===== src/rtl/mem_arb_pkg.sv =====
// mem_arb_pkg -- shared types and default widths for the memory arbiter.
//   state_t : arbiter FSM states (IDLE / REQ / RESP)
//   owner_t : which requester owns the transaction in flight
package mem_arb_pkg;

   localparam int DEF_ADDR_W       = 32;
   localparam int DEF_DATA_W       = 32;
   localparam int DEF_STARVE_LIMIT = 4;

   typedef enum logic [1:0] {
      IDLE = 2'd0,
      REQ  = 2'd1,
      RESP = 2'd2
   } state_t;

   typedef enum logic {
      OWN_IF = 1'b0,
      OWN_D  = 1'b1
   } owner_t;

endpackage


===== src/rtl/mem_arb_grant.sv =====
// mem_arb_grant -- combinational winner selection between fetch and data.
// Ports:
//   if_valid, d_valid : request valids from the two requesters
//   starved           : fetch has lost too often; fetch wins if it is waiting
//   grant             : some requester wins this cycle
//   winner            : which requester wins (meaningful only when grant=1)
import mem_arb_pkg::*;

module mem_arb_grant (
   input  logic   if_valid,
   input  logic   d_valid,
   input  logic   starved,
   output logic   grant,
   output owner_t winner
);

   always_comb begin
      grant  = 1'b0;
      winner = OWN_IF;
      if (if_valid && (starved || !d_valid)) begin
         grant  = 1'b1;
         winner = OWN_IF;
      end else if (d_valid) begin
         grant  = 1'b1;
         winner = OWN_D;
      end
   end

endmodule


===== src/rtl/mem_arbiter.sv =====
// mem_arbiter -- shares one single-ported memory between an instruction
// fetch requester and a data requester, one transaction outstanding at a time.
// Ports:
//   clk, reset                    : clock, synchronous active-high reset
//   if_req_valid/ready, if_addr   : fetch request (read only)
//   if_resp_valid, if_rdata       : fetch response (one-cycle pulse, data held)
//   d_req_valid/ready, d_we, d_addr, d_wdata, d_wstrb : data request
//   d_resp_valid, d_rdata         : data response (one-cycle pulse, data held)
//   mem_req/gnt, mem_we, mem_addr, mem_wdata, mem_wstrb : memory request side
//   mem_rvalid, mem_rdata         : memory completion (reads and writes)
// Build option: MEM_ARB_STARVE_GUARD_EN enables the fetch starvation guard;
// without it data has strict priority.
//
// FSM states:
//   state | meaning
//   IDLE  | arbitrate; winner's ready is high, accept on valid
//   REQ   | mem_req high with captured fields, wait for mem_gnt
//   RESP  | wait for mem_rvalid, then pulse owner's resp_valid
import mem_arb_pkg::*;

module mem_arbiter #(
   parameter int ADDR_W       = DEF_ADDR_W,
   parameter int DATA_W       = DEF_DATA_W,
   parameter int STARVE_LIMIT = DEF_STARVE_LIMIT
) (
   input  logic                clk,
   input  logic                reset,
   input  logic                if_req_valid,
   output logic                if_req_ready,
   input  logic [ADDR_W-1:0]   if_addr,
   output logic                if_resp_valid,
   output logic [DATA_W-1:0]   if_rdata,
   input  logic                d_req_valid,
   output logic                d_req_ready,
   input  logic                d_we,
   input  logic [ADDR_W-1:0]   d_addr,
   input  logic [DATA_W-1:0]   d_wdata,
   input  logic [DATA_W/8-1:0] d_wstrb,
   output logic                d_resp_valid,
   output logic [DATA_W-1:0]   d_rdata,
   output logic                mem_req,
   input  logic                mem_gnt,
   output logic                mem_we,
   output logic [ADDR_W-1:0]   mem_addr,
   output logic [DATA_W-1:0]   mem_wdata,
   output logic [DATA_W/8-1:0] mem_wstrb,
   input  logic                mem_rvalid,
   input  logic [DATA_W-1:0]   mem_rdata
);

   state_t state;
   owner_t owner;
   owner_t winner;
   logic   grant;
   logic   starved;

   mem_arb_grant u_grant (
      .if_valid (if_req_valid),
      .d_valid  (d_req_valid),
      .starved  (starved),
      .grant    (grant),
      .winner   (winner)
   );

   assign if_req_ready = (state == IDLE) && grant && (winner == OWN_IF);
   assign d_req_ready  = (state == IDLE) && grant && (winner == OWN_D);

`ifdef MEM_ARB_STARVE_GUARD_EN
   localparam int CNT_W = ($clog2(STARVE_LIMIT + 1) < 1) ? 1 : $clog2(STARVE_LIMIT + 1);
   localparam logic [CNT_W-1:0] LIMIT = CNT_W'(STARVE_LIMIT);

   logic [CNT_W-1:0] starve_cnt;

   assign starved = (starve_cnt >= LIMIT);

   // Counts data wins that happened while fetch was waiting; saturates.
   always_ff @(posedge clk) begin
      if (reset) begin
         starve_cnt <= '0;
      end else if (state == IDLE && grant) begin
         if (winner == OWN_IF) begin
            starve_cnt <= '0;
         end else if (if_req_valid && starve_cnt < LIMIT) begin
            starve_cnt <= starve_cnt + 1'b1;
         end
      end
   end
`else
   assign starved = 1'b0;
`endif

   always_ff @(posedge clk) begin
      if (reset) begin
         state         <= IDLE;
         owner         <= OWN_IF;
         mem_req       <= 1'b0;
         mem_we        <= 1'b0;
         mem_addr      <= '0;
         mem_wdata     <= '0;
         mem_wstrb     <= '0;
         if_resp_valid <= 1'b0;
         d_resp_valid  <= 1'b0;
         if_rdata      <= '0;
         d_rdata       <= '0;
      end else begin
         if_resp_valid <= 1'b0;
         d_resp_valid  <= 1'b0;
         case (state)
            IDLE: begin
               if (grant) begin
                  owner   <= winner;
                  mem_req <= 1'b1;
                  state   <= REQ;
                  if (winner == OWN_D) begin
                     mem_addr  <= d_addr;
                     mem_we    <= d_we;
                     mem_wdata <= d_wdata;
                     mem_wstrb <= d_wstrb;
                  end else begin
                     mem_addr  <= if_addr;
                     mem_we    <= 1'b0;
                     mem_wdata <= '0;
                     mem_wstrb <= '0;
                  end
               end
            end
            REQ: begin
               if (mem_gnt) begin
                  mem_req <= 1'b0;
                  state   <= RESP;
               end
            end
            RESP: begin
               if (mem_rvalid) begin
                  state <= IDLE;
                  if (owner == OWN_D) begin
                     d_resp_valid <= 1'b1;
                     d_rdata      <= mem_rdata;
                  end else begin
                     if_resp_valid <= 1'b1;
                     if_rdata      <= mem_rdata;
                  end
               end
            end
            default: state <= IDLE;
         endcase
      end
   end

endmodule


===== config.mk =====
export PLATFORM = sky130hd
export DESIGN_NAME = mem_arbiter
export DESIGN_NICKNAME = d
export VERILOG_FILES = /design/src/rtl/mem_arb_pkg.sv /design/src/rtl/mem_arb_grant.sv /design/src/rtl/mem_arbiter.sv
export SDC_FILE = /design/constraint.sdc
export NUM_CORES = 1
export LEC_CHECK = 0
export BUFFER_PORTS_ARGS = -buffer_cell sky130_fd_sc_hd__buf_2
export CORE_MARGIN = 2
export CORE_UTILIZATION = 46
export CTS_BUF_LIST = sky130_fd_sc_hd__clkbuf_8
export CTS_CLUSTER_DIAMETER = 50
export DETAILED_ROUTE_END_ITERATION = 6
export PLACE_DENSITY = 0.82
export SLEW_MARGIN = 20
export SYNTH_ARGS = -nofsm -noshare
export SYNTH_HDL_FRONTEND = slang
export SYNTH_HIERARCHICAL = 1
export SYNTH_SLANG_ARGS = --single-unit

===== constraint.sdc =====
create_clock -name clk -period 1.9 [get_ports clk]
set_input_delay 0.19 -clock clk [delete_from_list [all_inputs] [get_ports clk]]
set_output_delay 0.19 -clock clk [all_outputs]
set_load 0.02 [all_outputs]

=== After elaboration in Yosys (flattened, before gate mapping) ===
Cells that the tools add are included.

* Mux-type cells: 16
* Equality and inequality tests: 5
* Reduce and logical (&&, ||, !) cells: 13
* Bitwise operators: 4

{| class="wikitable"
|+ Operator list
! cell !! number
|-
| 32-bit 2-to-1 mux || 2
|-
| 3-bit AND reduction || 4
|-
| 1-bit 2-to-1 mux || 8
|-
| 2-bit 2-to-1 mux || 3
|-
| 2-bit != test (second input constant) || 3
|-
| 2-bit one-hot mux with 3 select lines || 1
|-
| 1-bit logical AND || 4
|-
| 4-bit 2-to-1 mux || 1
|-
| 1-bit inverter || 4
|-
| 3-bit OR reduction || 1
|-
| 2-bit by 1-bit == test with 1-bit output (second input constant) || 1
|-
| 2-bit == test (second input constant) || 1
|-
| 2-bit zero test || 1
|-
| 1-bit one-hot mux with 2 select lines || 1
|-
| 2-bit AND reduction || 1
|-
| 2-bit nonzero test || 1
|-
| 1-bit zero test || 1
|}

* Input bits: 139
* Logic and storage cells: 49
* Output and inout port bits: 138
* Bits in registers: 139

=== Depth between registers and ports, before layout ===
* Depth in word-level cells: 5
* Gate-level depth with buffers: 6
* Mapped depth without buffers: 4

=== Modules after synthesis ===
The synthesis kept the hierarchy.

{| class="wikitable"
|+ Modules (own cells, without submodules)
! module !! area an instance (µm²) !! sequential area each (µm²) !! times used !! cells an instance
|-
| mem_arbiter || 5106.1 || 2782.7 || 1 || 583
|-
| mem_arb_grant || 13.8 || 0.0 || 1 || 2
|}

=== Worst setup path before layout ===
Ideal clock, no wire load.

* Kind: flip-flop to output port
* Start: register state[1]
* End: output port if_req_ready
* Setup slack: 370 ps
* Data arrival time: 1340 ps
* Cell stages (with the launch flop): 5
* Buffers on the path: 2
* Data required time: 1710 ps
* Path through: dfxtp_1 > buf_2 > or3b_1 > clkbuf_1 > nor2_1

* Cells in the longest elaborated chain, start to end: 3

{| class="wikitable"
|+ Ends and longest elaborated chain
! item !! RTL line !! source
|-
| start: declaration || mem_arbiter.sv:51 || <nowiki>state_t state;</nowiki>
|-
| start signal: assignment || mem_arbiter.sv:94 || <nowiki>state <= IDLE;</nowiki>
|-
| start signal: assignment || mem_arbiter.sv:113 || <nowiki>state <= REQ;</nowiki>
|-
| start signal: assignment || mem_arbiter.sv:130 || <nowiki>state <= RESP;</nowiki>
|-
| 2-bit zero test || mem_arbiter.sv:65 || <nowiki>assign if_req_ready = (state == IDLE) && grant && (winner == OWN_IF);</nowiki>
|-
| 1-bit logical AND (2 in a row) || mem_arbiter.sv:65 ||
|-
| end: declaration || mem_arbiter.sv:29 || <nowiki>output logic if_req_ready,</nowiki>
|}

No other way between the ends.

=== Worst setup path after layout ===
Ends and elaborated chain as after synthesis.

==> run summary <==
================================================================================
Proportion of layout cells with a drive suffix above 1                    36.60%
Category of the worst setup path launch point                           register
Ordered cell list for the critical path                             or3b_4, nor2_1, buf_2
End-of-flow core utilization                                              69.01%
Fraction of post-synthesis cell area in the top cell type by area         54.35%
Routability congestion estimate from global placement                     0.7977
Antenna diode instance count                                                   0
Compound-cell area share of the yosys netlist                             15.96%
Sequential element share of the synthesized area                          54.35%
Post-layout net count                                                       1026
Simple-gate share of the synthesized area                                 18.43%
Total Die Area                                                       0.01199 mm2
Adder and majority cell fraction of the synthesized area                      0%
Number of synthesized flops with an enable pin                                 0
Avg WL per Cell                                                         14.90 um
Setup TNS                                                                   0 ns
HPWL after detailed placement                                           10370 um
Initial Utilization                                                       47.23%
Number of warning messages in the yosys log                                    6
CTS clock-pin slew for the worst setup and hold paths                    0.08 ns
RSZ-0062 raised after global routing                                          no
Antenna violations before repair                                               0
Max Fanout on Critical Path                                                   10
Area growth from synthesis to layout                                      46.11%
Core box area                                                        0.01084 mm2
Total CTS buffers                                                             17
Cell area after synthesis                                           0.005120 mm2
Average cell area after synthesis                                      8.752 um2
Post-synthesis cell count                                                    585
Cell taking the most area after synthesis                                dfxtp_1
Largest voltage drop on the vdd net                                  0.0004727 V
Run status                                                             completed
Library cells used by synthesis                                               28
Met3 GRT Util                                                             6.817%
Top cells by count, synth                                           nand2_1 (168), dfxtp_1 (139), a21oi_1 (103)
Peak-usage layer in the global routing report                               met2
Combined buffer and inverter count along the critical path                     1
Dominant combinational cell family by area after synthesis          simple AND/OR/NAND/NOR gates
Sum of routed wire length over all layers                               15480 um
Vias per std cell                                                          5.036
Clk sinks                                                                    139
Leakage power of the design                                             3.407 nW
XOR/XNOR Fraction of Synth Area                                               0%
Power density of the placed cells                                   894.8 mW/mm2
Longest individual stage delay on the worst path                         0.49 ns
GR Overflow Total                                                              0
Post-route standard cell area excluding fillers                     0.007481 mm2
Number of top-level design ports                                             277
Max-slew violations                                                            0
Crit end category                                                   primary output
Multiplexer area fraction after synthesis                                 6.256%
CP Class                                                            register to primary output
Master cell of the clock root buffer                                    clkbuf_8
Setup WS post-layout                                                   0.1059 ns
Vias in the first global route                                              4814
Clock network latency to the later pin of the worst-skew pair            0.43 ns
Worst path top cell family by delay                                 simple AND/OR/NAND/NOR gates
Achievable frequency                                                   557.4 MHz
Length of the first detailed-routing pass in iterations                        4
Most frequent cell after synthesis                                       nand2_1
Post-route fraction of the period consumed by the critical path           94.43%
Clock skew after layout                                               0.01200 ns
Arrival time reported for the critical path endpoint                     1.60 ns
Most used flip-flop cell after synthesis                                 dfxtp_1
Overall global routing resource usage                                     24.80%
Number of nets with antenna violations after detailed routing                  0
Post-Syn Nets                                                                724
Pin count of the biggest net entering global routing                          76
DRC                                                                            0
Count of H-tree levels built during CTS                                        4
Buffer levels on the longest clock path                                        2
Total vias in the final route                                               5232
Number of register bits inferred by synthesis                                139
Period minus WS final                                                   1.794 ns
Data required time at the worst endpoint                                 1.71 ns
Maximum Capacitance Violations                                                 0
Die Ht                                                                  109.5 um
GRT met1 Usage                                                            28.12%
Most area-consuming cells after synthesis                           dfxtp_1 (54%), nand2_1 (12%), a21oi_1 (10%)
GR Layer Usage met2                                                       43.39%
Max stage delay cell, worst path                                          or3b_4
CTS tree                                                                   built
Die extent in x                                                         109.5 um
Path class of the lowest-slack min-delay path                       input port to register
Floorplan row count                                                           38
Worst-case setup slack after placement                                 0.2974 ns
Final Hold Violating Endpoints                                                 0
Number of DRC markers after the initial detailed-route iteration             429
Wire length of the first global-routing pass                            22850 um
Cell area after placement                                           0.006601 mm2
Fraction of registers with async set or reset after synthesis                 0%
Total of endpoints with negative setup slack in the final report               0
I/O Buffers                                                                  276
================================================================================
==> routing by layer <==
| layer | up-vias | part of all wire, % |
|---|---|---|
| met4 | 0 | 2.7 |
| met3 | 33 | 7.3 |
| met5 | - | 0 |
| li1 | 2583 | - |
| met2 | 231 | 51 |
| met1 | 2385 | 39 |
==> flip-flops by register name, summed over array words and instances, names as in the netlist <==
signal,cells
d_rdata,32
if_rdata,32
mem_addr,32
mem_wdata,32
mem_wstrb,4
state,2
d_resp_valid,1
if_resp_valid,1
mem_req,1
mem_we,1
owner,1
==> stage by stage <==
stage               hold WS, ns  std cells  power, mW
floorplan                0.3065        585      3.662
global placement         0.4179        964      4.026
detailed placement       0.4210        964      4.035
CTS                   0.0001185       1036      6.727
global route          0.0001739       1039      6.953
finish                  0.02954       1039      6.694
==> kinds of logic (layout without fill, tap and decap cells) <==
family                 count (synthesis)  in the layout
AOI/OAI and AO/OA                    138            138
other                                  1              1
DFF                                  139            139
and+or+nand+nor                      223            223
buffers and inverters                 52            366
muxes                                 32             32
==> worst min-delay path: cells and delay by family <==
| family | cells | cell delay, ns |
|---|---|---|
| buffers and inverters | 1 | 0.07 |
| AOI/OAI and AO/OA | 1 | 0.11 |
| muxes | 1 | 0.05 |
==> cell type report <==
cell class	instances	area (um2)
Inverter	1	3.754
Timing Repair Buffer	334	1959
Multi-Input combinational cell	394	2116
Clock inverter	11	167.7
Sequential cell	139	2784
Fill cell	874	3359
Tap cell	140	175.2
Clock buffer	20	275.3
==> final timing paths <==
check        slack (ns)  depth (start not counted)         start            to
max reg2reg        0.39                          4      state[1]   if_rdata[6]
min reg2reg        0.45                          2  mem_wdata[9]  mem_wdata[9]
min                0.03                          3   if_addr[13]  mem_addr[13]
max                0.11                          3      state[1]  if_req_ready
==> report_power, final <==
group / internal [mW] / switching, mW
Clock: 1.53 / 1.11
Sequential: 3.03 / 0.0705
Combinational: 0.408 / 0.544
==> what timing repair did <==
action,4_1_cts,5_1_grt
pin swaps,0,1
endpoints found under the setup margin,1,2
setup buffers,0,3
gates cloned,0,0
endpoints found under the hold margin,62,0
hold buffers,41,0
resized for setup,1,1
==> cells in the final DEF (no fill, tap or decap), types with 2 or more instances in the layout <==
cell type,instances
a21oi_1,103
clkinvlp_4,4
buf_2,275
bufinv_16,4
buf_4,15
inv_1,2
nor2b_1,2
nand2_1,168
dlygate4sd3_1,41
nand3_1,37
clkbuf_8,20
o2bb2ai_1,32
buf_12,3
mux2i_1,32
dfxtp_1,138
nor2_1,5
No activity file was read; power rests on OpenSTA's default activity.
